--- src/rtl/mem_bus_pkg.sv ---
// Shared native-bus definitions for the memory arbiter slice: field widths,
// arbiter state encoding and the default abort data word.
package mem_bus_pkg;

  localparam int ADDR_W = 32;
  localparam int DATA_W = 32;
  localparam int STRB_W = 4;

  localparam logic [DATA_W-1:0] ERR_DATA_DEFAULT = 32'hDEADBEEF;

  typedef enum logic {
    ARB_IDLE = 1'b0,
    ARB_BUSY = 1'b1
  } arb_state_e;

endpackage

--- src/rtl/rr_pick.sv ---
// Rotating priority encoder: returns the first set bit of mask_i scanning
// last_i+1, last_i+2, ... modulo N, plus a flag telling whether any bit is set.
module rr_pick #(
  parameter int N  = 3,
  parameter int IW = (N > 1) ? $clog2(N) : 1
) (
  input  logic [N-1:0]  mask_i,
  input  logic [IW-1:0] last_i,
  output logic [IW-1:0] idx_o,
  output logic          any_o
);

  logic [2*N-1:0] rot;

  // Doubling the mask turns the modular scan into a plain shift; the
  // descending loop lets the lowest offset from last_i win.
  always_comb begin
    rot   = {mask_i, mask_i} >> (int'(last_i) + 1);
    idx_o = '0;
    any_o = 1'b0;
    for (int j = N - 1; j >= 0; j--) begin
      if (rot[j]) begin
        idx_o = IW'((int'(last_i) + 1 + j) % N);
        any_o = 1'b1;
      end
    end
  end

endmodule

--- src/rtl/mem_arb_rr.sv ---
// Round-robin arbiter sharing one native memory master port between NPORTS
// requesters, with a per-transaction watchdog that aborts a stuck slave.
module mem_arb_rr
  import mem_bus_pkg::*;
#(
  parameter int                NPORTS   = 3,
  parameter int                TIMEOUT  = 255,
  parameter logic [DATA_W-1:0] ERR_DATA = ERR_DATA_DEFAULT,
  localparam int               IDW      = (NPORTS > 1) ? $clog2(NPORTS) : 1
) (
  input  logic                     clk,
  input  logic                     rst,
  input  logic [NPORTS-1:0]        req_valid,
  output logic [NPORTS-1:0]        req_ready,
  input  logic [ADDR_W*NPORTS-1:0] req_addr,
  input  logic [DATA_W*NPORTS-1:0] req_wdata,
  input  logic [STRB_W*NPORTS-1:0] req_wstrb,
  output logic [DATA_W-1:0]        req_rdata,
  output logic                     mem_valid,
  input  logic                     mem_ready,
  input  logic [DATA_W-1:0]        mem_rdata,
  output logic [ADDR_W-1:0]        mem_addr,
  output logic [DATA_W-1:0]        mem_wdata,
  output logic [STRB_W-1:0]        mem_wstrb,
  output logic                     timeout_err,
  output logic [IDW-1:0]           grant_id
);

  localparam int             WDW     = (TIMEOUT > 0) ? $clog2(TIMEOUT + 1) : 1;
  localparam logic [WDW-1:0] WD_LAST = WDW'((TIMEOUT > 0) ? TIMEOUT - 1 : 0);

  arb_state_e       state_q, state_d;
  logic [IDW-1:0]   grant_q, grant_d;
  logic [IDW-1:0]   last_q, last_d;
  logic [WDW-1:0]   wdog_q, wdog_d;

  logic              busy, abort, done;
  logic [NPORTS-1:0] excl_mask;
  logic [IDW-1:0]    idle_idx, next_idx;
  logic              idle_any, next_any;

  assign busy  = (state_q == ARB_BUSY);
  // A real completion always beats a watchdog expiry in the same cycle.
  assign abort = busy && !mem_ready && (TIMEOUT != 0) && (wdog_q == WD_LAST);
  assign done  = busy && (mem_ready || abort);

  always_comb begin
    mem_addr  = '0;
    mem_wdata = '0;
    mem_wstrb = '0;
    req_ready = '0;
    excl_mask = '0;
    for (int i = 0; i < NPORTS; i++) begin
      if (grant_q == IDW'(i)) begin
        mem_addr  = req_addr[i*ADDR_W +: ADDR_W];
        mem_wdata = req_wdata[i*DATA_W +: DATA_W];
        mem_wstrb = req_wstrb[i*STRB_W +: STRB_W];
        req_ready[i] = done;
      end else begin
        excl_mask[i] = req_valid[i];
      end
    end
  end

  assign mem_valid   = busy;
  assign timeout_err = abort;
  assign grant_id    = grant_q;
  assign req_rdata   = !done ? '0 : (mem_ready ? mem_rdata : ERR_DATA);

  rr_pick #(.N(NPORTS), .IW(IDW)) u_pick_idle (
    .mask_i (req_valid),
    .last_i (last_q),
    .idx_o  (idle_idx),
    .any_o  (idle_any)
  );

  // The finishing port still holds valid, so it is masked out and the scan
  // starts just past it.
  rr_pick #(.N(NPORTS), .IW(IDW)) u_pick_next (
    .mask_i (excl_mask),
    .last_i (grant_q),
    .idx_o  (next_idx),
    .any_o  (next_any)
  );

  always_comb begin
    state_d = state_q;
    grant_d = grant_q;
    last_d  = last_q;
    wdog_d  = wdog_q;
    case (state_q)
      ARB_IDLE: begin
        if (idle_any) begin
          grant_d = idle_idx;
          state_d = ARB_BUSY;
          wdog_d  = '0;
        end
      end
      ARB_BUSY: begin
        if (done) begin
          last_d = grant_q;
          if (next_any) begin
            grant_d = next_idx;
            wdog_d  = '0;
          end else begin
            state_d = ARB_IDLE;
          end
        end else if (wdog_q != '1) begin
          wdog_d = wdog_q + 1'b1;
        end
      end
      default: state_d = ARB_IDLE;
    endcase
  end

  always_ff @(posedge clk) begin
    if (rst) begin
      state_q <= ARB_IDLE;
      grant_q <= '0;
      last_q  <= IDW'(NPORTS - 1);
      wdog_q  <= '0;
    end else begin
      state_q <= state_d;
      grant_q <= grant_d;
      last_q  <= last_d;
      wdog_q  <= wdog_d;
    end
  end

endmodule

--- config.mk ---
export PLATFORM = sky130hd
export DESIGN_NAME = mem_arb_rr
export DESIGN_NICKNAME = d
export VERILOG_FILES = /design/src/rtl/mem_bus_pkg.sv /design/src/rtl/rr_pick.sv /design/src/rtl/mem_arb_rr.sv
export SDC_FILE = /design/constraint.sdc
export NUM_CORES = 1
export LEC_CHECK = 0
export ABC_CLOCK_PERIOD_IN_PS = 6500
export BUFFER_PORTS_ARGS = -buffer_cell sky130_fd_sc_hd__buf_4
export CAP_MARGIN = 20
export CORE_AREA = 2 2 137 139
export DETAILED_ROUTE_END_ITERATION = 8
export DIE_AREA = 0 0 139 141
export GPL_ROUTABILITY_DRIVEN = 0
export SLEW_MARGIN = 0
export SYNTH_ARGS = -nofsm -noshare
export SYNTH_HDL_FRONTEND = slang
export SYNTH_SLANG_ARGS = --single-unit
--- constraint.sdc ---
create_clock -name clk -period 6.5 [get_ports clk]
set_input_delay 0.65 -clock clk [delete_from_list [all_inputs] [get_ports clk]]
set_output_delay 0.65 -clock clk [all_outputs]
set_load 0.01 [all_outputs]
Yosys cells after proc, flatten, opt, wreduce, memory -nomap -nowiden
Cells that the tools add are included.
{"block": "totals", "out_inout_bits": 107, "input_bits": 242, "reg_bits": 13}
{"block": "classes", "shifts": 2, "n_mux": 42, "reduce_logical": 9, "div_mod_pow": 6, "bitwise": 1, "n_eq_ne": 9, "addsub": 7}
{"operator": "$mux 32", "n": 8}
{"operator": "$mod 32x3->32 const B", "n": 6}
{"operator": "$add 32x2->32 const B", "n": 2}
{"operator": "$add 32x3->32 const B", "n": 2}
{"operator": "$mux 8", "n": 4}
{"operator": "$mux 2", "n": 9}
{"operator": "$pmux 8 s2", "n": 1}
{"operator": "$mux 1", "n": 15}
{"operator": "$mux 4", "n": 3}
{"operator": "$shr 6x3->3", "n": 2}
{"operator": "$add 8x1->8 const B", "n": 1}
{"operator": "$eq 8x8->1 const B", "n": 1}
{"operator": "$ne 8x8->1 const B", "n": 1}
{"operator": "$add 2x1->3 const B", "n": 2}
{"operator": "$reduce_and 3->1", "n": 2}
{"operator": "$ne 2x1->1 const B", "n": 2}
{"operator": "$pmux 2 s2", "n": 1}
{"operator": "$logic_and 1x1->1", "n": 3}
{"operator": "$ne 3x1->1 const B", "n": 1}
{"operator": "$ne 3x2->1 const B", "n": 1}
{"operator": "$eq 2x1->1 const B", "n": 1}
{"operator": "$eq 2x2->1 const B", "n": 1}
{"operator": "$logic_not 2->1", "n": 1}
{"operator": "$ne 2x2->1 const B", "n": 1}
{"operator": "5 further kinds", "n": 5}

Logic depth before layout (Yosys ltp)
Gate-level depths: netlist of the first run.
{"block": "depth", "ltp_word": 9, "ltp_mapped": 9}

Cells and area by module
Synthesis of the first run repeated with hierarchy kept, for this count alone.
{"block": "unflattened", "cells_unflattened": 459, "area_unflattened_um2": 3045.4}
{"module": "mem_arb_rr", "seq_area_each_um2": 260.2, "area_per_inst_um2": 2469.9, "cells_per_inst": 389, "instances": 1}
{"module": "rr_pick", "seq_area_each_um2": 0.0, "area_per_inst_um2": 287.8, "cells_per_inst": 35, "instances": 2}

Least setup slack after synthesis of the first run
No wires, ideal clock.
{"block": "synth_timing", "path_kind": "reg2out", "from": "register grant_q[1], in the netlist grant_id[1]", "to": "output mem_addr[18]", "arrival_ns": 2.204, "path_slack_ns": 3.646, "stages_incl_launch_ff": 9, "required_ns": 5.850, "cell_sequence": "dfxtp_1 clkinv_1 ha_1 nor2b_1 clkbuf_1 clkbuf_1 buf_1 a22oi_1 o21ai_0"}
{"block": "synth_between", "elab_chain_len": 4, "word_cells_on_any_way": 6, "classes_between": "eq/ne (2); mux (3); reduce/logical (1)"}
{"item": "from (decl)", "line_no": "mem_arb_rr.sv:33", "source": "logic [IDW-1:0] grant_q, grant_d;"}
{"item": "from (signal assigned)", "line_no": "mem_arb_rr.sv:124", "source": "grant_q <= grant_d;"}
{"item": "$logic_not 2->1", "line_no": "mem_arb_rr.sv:54", "source": "if (grant_q == IDW'(i)) begin"}
{"item": "$mux 32 (2 in series)", "line_no": "mem_arb_rr.sv:54"}
{"item": "$mux 32 *", "line_no": "mem_arb_rr.sv:54"}
{"item": "to (decl)", "line_no": "mem_arb_rr.sv:22", "source": "output logic [ADDR_W-1:0] mem_addr,"}
Mark *: on every way between the ends. The rest lies on a longest branch, timed or not.

Final worst setup path of the first run
{"block": "layout_timing", "from": "register grant_q[1], in the netlist grant_id[1]", "to": "output mem_wstrb[0]"}
{"block": "layout_between", "elab_chain_len": 4, "word_cells_on_any_way": 6, "classes_between": "eq/ne (2); mux (3); reduce/logical (1)"}
{"item": "$logic_not 2->1", "line_no": "mem_arb_rr.sv:54"}
{"item": "$mux 4 (2 in series)", "line_no": "mem_arb_rr.sv:54"}
{"item": "$mux 4 *", "line_no": "mem_arb_rr.sv:54"}
{"item": "to (decl)", "line_no": "mem_arb_rr.sv:24", "source": "output logic [STRB_W-1:0] mem_wstrb,"}
Marks and branches as above.

==> results of run 1 <==
## per-layer routing
metal	part of all wire (%)	GRT usage (%)	wire length (µm)	vias to the layer above
met2	55	30.2	9080	201
li1	-	-	-	2339
met3	9.3	4.86	1530	8
met4	0.93	2.60	153	0
met1	35	16.5	5770	2112
met5	0	0	0	-
## stage by stage
stage          utilization [%]  std cells  hold WS (ns)
6_report                  31.3       1016         0.504
2_1_floorplan                -        470         0.461
5_1_grt                   31.3       1015         0.535
4_1_cts                   31.2       1012         0.504
3_3_place_gp              30.7       1008         0.488
3_5_place_dp              30.7       1008         0.487
## registers in the layout, summed over array words and instances (netlist names)
signal     flops
grant_id       2
last_q         2
mem_valid      1
wdog_q         8
## synthesized netlist by cell type (6+ instances only)
library cell	number	area, µm²
ha_1	11	138
a21oi_1	30	150
o21ai_0	76	380
a211oi_1	6	45.0
inv_1	33	124
clkbuf_1	37	139
nor2_1	8	30.0
and3_1	10	62.6
nand2_1	92	345
dfxtp_1	13	260
a22oi_1	68	510
## power by group through the flow
stage                     Clock (µW)  Combinational, µW  Sequential [µW]
after global routing             122                911              102
after floorplan                    0                400             92.6
after global placement             0                830              101
final                            116                824              100
after CTS                        118                834             99.9
after detailed placement           0                831              101
## final cells by class
| type | count | area share [%] |
|---|---|---|
| multi-input cells | 376 | 40.1 |
| diodes | 3 | 0.131 |
| flip-flops and latches | 13 | 4.54 |
| inverters | 34 | 2.23 |
| repair buffers | 352 | 46.5 |
| well taps | 234 | 5.11 |
| clock buffers | 4 | 1.38 |
## final timing paths
check / startpoint / end / slack [ns] / cells after the start
setup / recovery: grant_id[1] / mem_wstrb[0] / 2.41 / 7
hold / removal: wdog_q[5] / wdog_q[5] / 0.50 / 2
setup reg to reg: grant_id[1] / wdog_q[7] / 3.08 / 8
hold reg to reg: wdog_q[5] / wdog_q[5] / 0.50 / 2
## worst max-delay path, stage by stage (launching register included)
cell and delay (ns):
dfxtp_1 0.63, clkinv_1 0.44, ha_2 0.33, nor2b_4 0.83, buf_4 0.45, a22oi_1 0.12, o21ai_0 0.21, buf_4 0.16
## cell families after synthesis
family / Yosys count / synth area share (%)
AO/OA/AOI/OAI: 208 / 47.3
XOR/XNOR: 4 / 1.22
adder cells (fa/ha/maj): 11 / 4.80
buffers and inverters: 81 / 11.5
flip-flops: 13 / 9.08
multiplexers: 2 / 0.699
AND/OR/NAND/NOR: 151 / 25.4
==> results.py, run 1 <==
metrics = {
    "synthesis": {
        "ys.flop_type": "dfxtp_1",
        "yosys_warnings": 0,
        "synth_area_um2": 2870,
        "synth_seq_area_share_pct": 9.08,
        "async_reset_ff_share_pct": 0,
        "syn_nets": 723,
        "synth-seq-cells": 13,
        "syn_avg_cell_area_um2": 6.10,
        "netlist-cell-type-count": 56,
        "synth_edf_count": 0,
        "syn-instance-count": 470,
    },
    "cts": {
        "cts_tree": "done",
        "clkSinkCount": 13,
        "cts_root_buf": "clkbuf_16",
        "clk_latency_ns": 0.24,
        "postCtsSetupRepairBufs": 0,
        "cts_resized": 0,
        "numCtsBuffers": 3,
        "clockBufferDepth": 2,
        "htree_levels": 1,
        "cts.clk_slew.worst_paths_ns": 0.05,
        "cts_hold_repair.buffers": 0,
    },
    "run_status": {
        "status": "completed",
    },
    "die": {
        "rows": 50,
        "start_util_pct": 15.7,
        "coreArea_um2": 18300,
        "die_w_um": 139,
        "die-area_um2": 19600,
        "die_y_um": 141,
        "ios": 349,
    },
    "cells_and_area": {
        "drive_gt1_share_pct": 47.0,
        "area.growth.synth_to_final_pct": 99.9,
        "layout_common_cells": "buf_4 (351), nand2_1 (92), o21ai_0 (76)",
        "regArea_um2": 260,
        "multi_input_area_um2": 2300,
        "finalInstanceArea_um2": 5730,
        "layout_commonest_cell": "buf_4",
        "nFillCells": 2066,
        "nets": 1033,
    },
    "power_and_ir_drop": {
        "clock_power_share_pct": 11.2,
        "p_sw_uw": 469,
        "power_uw": 1040,
        "comb_power_share_pct": 79.2,
        "power.density_nw_per_um2": 182,
        "power.internal_uw": 571,
        "peakVddDrop_mv": 0.0978,
        "p_sw_share_pct": 45.1,
        "seqPwrFrac_pct": 9.6,
        "leakage_uw": 0.00282,
    },
    "detailed_routing": {
        "drt-initial-drc-count": 214,
        "drt-total-wl_mm": 16.5,
        "wire_per_inst_um": 16.3,
        "vias_per_cell": 4.59,
        "drc_errors": 0,
        "ant_nets": 0,
        "dr.pass1.iters": 4,
        "via_count": 4660,
    },
    "timing": {
        "period_minus_slack_ns": 4.09,
        "grt_setup_unrepaired": "false",
        "relSlewSlack_pct": 27.9,
        "post-route-period-util_pct": 63.0,
        "tns_ns": 0,
        "finalHoldViolations": 0,
        "setup_viol": 0,
        "fin_worst_skew_ns": 0.00487,
        "fmax_mhz": 244,
        "fin_ws_ns": 2.41,
        "worst_pin_slew_ns": 1.08,
        "drv_slew": 0,
    },
    "critical_path": {
        "cp-end-kind": "output pin",
        "cp.arrival_ns": 3.44,
        "critical_path_required_ns": 5.85,
        "crit_type": "flop to output pin",
        "startpoint_type": "flop",
        "worst-path-max-fanout": 43,
    },
    "placed_design": {
        "place_hpwl_mm": 13.4,
        "pre_cts_slack_ns": 2.66,
        "placed_cell_area_um2": 5610,
        "portBuffers": 348,
    },
    "global_route": {
        "grt_pass1_vias": 4320,
        "antenna_found_initial": 2,
        "grt_usage_pct": 15.5,
        "overflow": 0,
        "grt_pass1_wl_mm": 24.3,
        "grt_max_degree": 87,
    },
    "min_path": {
        "worstHoldPathType": "flop to flop",
    },
    "run": {
        "drv_cap": 0,
    },
}
Note: power is estimated with default switching activity, not from simulation.
==> run 2, diff against run 1 <==
--- a/config.mk
+++ b/config.mk
@@ -5,12 +5,13 @@
 export SDC_FILE = /design/constraint.sdc
 export NUM_CORES = 1
 export LEC_CHECK = 0
-export ABC_CLOCK_PERIOD_IN_PS = 6500
+export ABC_AREA = 1
+export ABC_CLOCK_PERIOD_IN_PS = 4270
 export BUFFER_PORTS_ARGS = -buffer_cell sky130_fd_sc_hd__buf_4
 export CAP_MARGIN = 20
-export CORE_AREA = 2 2 137 139
+export CORE_AREA = 2 2 136 138
 export DETAILED_ROUTE_END_ITERATION = 8
-export DIE_AREA = 0 0 139 141
+export DIE_AREA = 0 0 138 140
 export GPL_ROUTABILITY_DRIVEN = 0
 export SLEW_MARGIN = 0
 export SYNTH_ARGS = -nofsm -noshare
==> constraint.sdc (replaced) <==
create_clock -name clk -period 4.27 [get_ports clk]
set_input_delay 0.427 -clock clk [delete_from_list [all_inputs] [get_ports clk]]
set_output_delay 0.427 -clock clk [all_outputs]
set_load 0.01 [all_outputs]
==> results.py, run 2 <==
metrics = {
    "timing": {
        "worst_pin_slew_ns": 0.785,
        "tns_ns": 0,
        "grt_setup_unrepaired": "false",
        "period_minus_slack_ns": 3.30,
        "setup_viol": 0,
        "fin_worst_skew_ns": 0.00236,
        "fmax_mhz": 303,
        "relSlewSlack_pct": 47.6,
        "hold_slack_ns": 0.451,
        "drv_slew": 0,
        "finalHoldViolations": 0,
        "post-route-period-util_pct": 77.4,
    },
    "global_route": {
        "grt_max_degree": 70,
        "overflow": 0,
        "grt_pass1_wl_mm": 26.5,
        "antenna_found_initial": 3,
        "grt_pass1_vias": 4618,
        "grt_usage_pct": 17.4,
    },
    "synthesis": {
        "yosysTopAreaCell": "a22oi_1",
        "yosysMostFrequentCell": "nand2_1",
        "synth_common_cells": "nand2_1 (118), a22oi_1 (68), o21ai_0 (67), nor2_1 (49), nand3_1 (36)",
        "yosys_warnings": 0,
        "syn_nets": 759,
        "synth_edf_count": 0,
        "syn_avg_cell_area_um2": 5.84,
        "yosys-top-cells-area": "a22oi_1 (17%), nand2_1 (15%), o21ai_0 (11%), dfxtp_1 (8.8%), nor2_4 (6.5%)",
        "synth_top_cell_area_share_pct": 17.3,
        "async_reset_ff_share_pct": 0,
        "synth-seq-cells": 13,
        "synth_area_um2": 2960,
        "netlist-cell-type-count": 33,
        "synth_seq_area_share_pct": 8.80,
        "syn-instance-count": 506,
        "ys.flop_type": "dfxtp_1",
    },
    "cts": {
        "numCtsBuffers": 3,
        "clockBufferDepth": 2,
        "clkSinkCount": 13,
        "clk_latency_ns": 0.24,
        "htree_levels": 1,
        "cts_root_buf": "clkbuf_16",
        "cts_tree": "done",
        "cts_hold_repair.buffers": 0,
        "cts_resized": 0,
        "cts.clk_slew.worst_paths_ns": 0.05,
        "postCtsSetupRepairBufs": 0,
    },
    "cells_and_area": {
        "top_register": "wdog_q",
        "drive_gt1_share_pct": 50.2,
        "nets": 1081,
        "layout_common_cells": "buf_4 (353), nand2_1 (118), a22oi_1 (68)",
        "fin_util_pct": 32.7,
        "largest_reg_flops": 8,
        "layout_commonest_cell": "buf_4",
        "area.growth.synth_to_final_pct": 96.7,
    },
    "critical_path": {
        "startpoint_type": "flop",
        "worst-path-max-fanout": 36,
        "crit_type": "flop to output pin",
        "critical_path_required_ns": 3.84,
        "cp.arrival_ns": 2.88,
        "cp-end-kind": "output pin",
    },
    "run_status": {
        "status": "completed",
    },
    "detailed_routing": {
        "drc_errors": 0,
        "vias_per_cell": 4.55,
        "drt-total-wl_mm": 18.2,
        "dr.pass1.iters": 5,
        "ant_nets": 0,
        "via_count": 4809,
        "drt-initial-drc-count": 259,
        "wire_per_inst_um": 17.2,
    },
    "die": {
        "die_w_um": 138,
        "start_util_pct": 16.6,
        "rows": 49,
        "ios": 349,
        "coreArea_um2": 17800,
        "die-area_um2": 19300,
        "die_y_um": 140,
    },
    "power_and_ir_drop": {
        "peakVddDrop_mv": 0.260,
        "power.density_nw_per_um2": 445,
        "leakage_uw": 0.00291,
    },
    "placed_design": {
        "portBuffers": 348,
        "place_hpwl_mm": 15.3,
    },
    "min_path": {
        "worstHoldPathType": "input port to flop",
    },
    "run": {
        "drv_cap": 0,
    },
}
## run 2: metrics by stage
stage                     instance area (µm²)  power (µW)  worst slack (ns)  std cells
after floorplan                          2960        1280              1.87        506
after global placement                   5730        2420              1.27       1052
after detailed placement                 5730        2440              1.23       1052
after CTS                                5810        2630             0.936       1056
after global routing                     5810        2830             0.792       1057
final                                    5820        2590             0.966       1058
## run 2: cells by family after synthesis
logic type | Yosys count | share of synthesized area, %
AND/OR/NAND/NOR | 252 | 41.9
flip-flops | 13 | 8.80
AO/OA/AOI/OAI | 154 | 32.6
buffers and inverters | 72 | 10.8
XOR/XNOR | 4 | 1.18
adder cells (fa/ha/maj) | 11 | 4.66
## run 2: final timing paths
| check | start | to | slack [ns] | depth (start not counted) |
|---|---|---|---|---|
| min | rst | wdog_q[0] | 0.45 | 2 |
| max | grant_id[1] | mem_wdata[11] | 0.97 | 7 |
| min reg2reg | wdog_q[5] | wdog_q[5] | 0.49 | 2 |
| max reg2reg | grant_id[1] | wdog_q[4] | 1.46 | 13 |
## run 2: worst max-delay path: stages (launching register included)
cell     delay (ns)
dfxtp_1        0.54
inv_1          0.21
ha_2           0.24
nor2_4         0.54
buf_4          0.48
a22oi_1        0.12
o21ai_0        0.30
buf_4          0.19
## run 2: final cells by class
cell class / count / area (µm²)
flip-flops and latches: 13 / 260
clock buffers: 4 / 78.8
well taps: 229 / 287
diodes: 2 / 5.00
repair buffers: 353 / 2650
multi-input cells: 421 / 2400
fillers: 1977 / 12000
inverters: 36 / 138
## run 2: per-layer routing
| layer | wire length (µm) | vias to the layer above | GRT usage (%) |
|---|---|---|---|
| li1 | - | 2374 | - |
| met5 | 9 | - | 0 |
| met4 | 489 | 2 | 4.19 |
| met1 | 6900 | 2196 | 19.9 |
| met2 | 9350 | 217 | 32.2 |
| met3 | 1410 | 20 | 4.82 |
## run 2: where the power goes
group | switching, µW | total (µW) | leakage, µW | internal, µW
Combinational | 1260 | 2250 | 0.00277 | 988
Clock | 54.1 | 180 | 0.0000382 | 126
Sequential | 32.2 | 166 | 0.000106 | 133
Total | 1340 | 2590 | 0.00291 | 1250
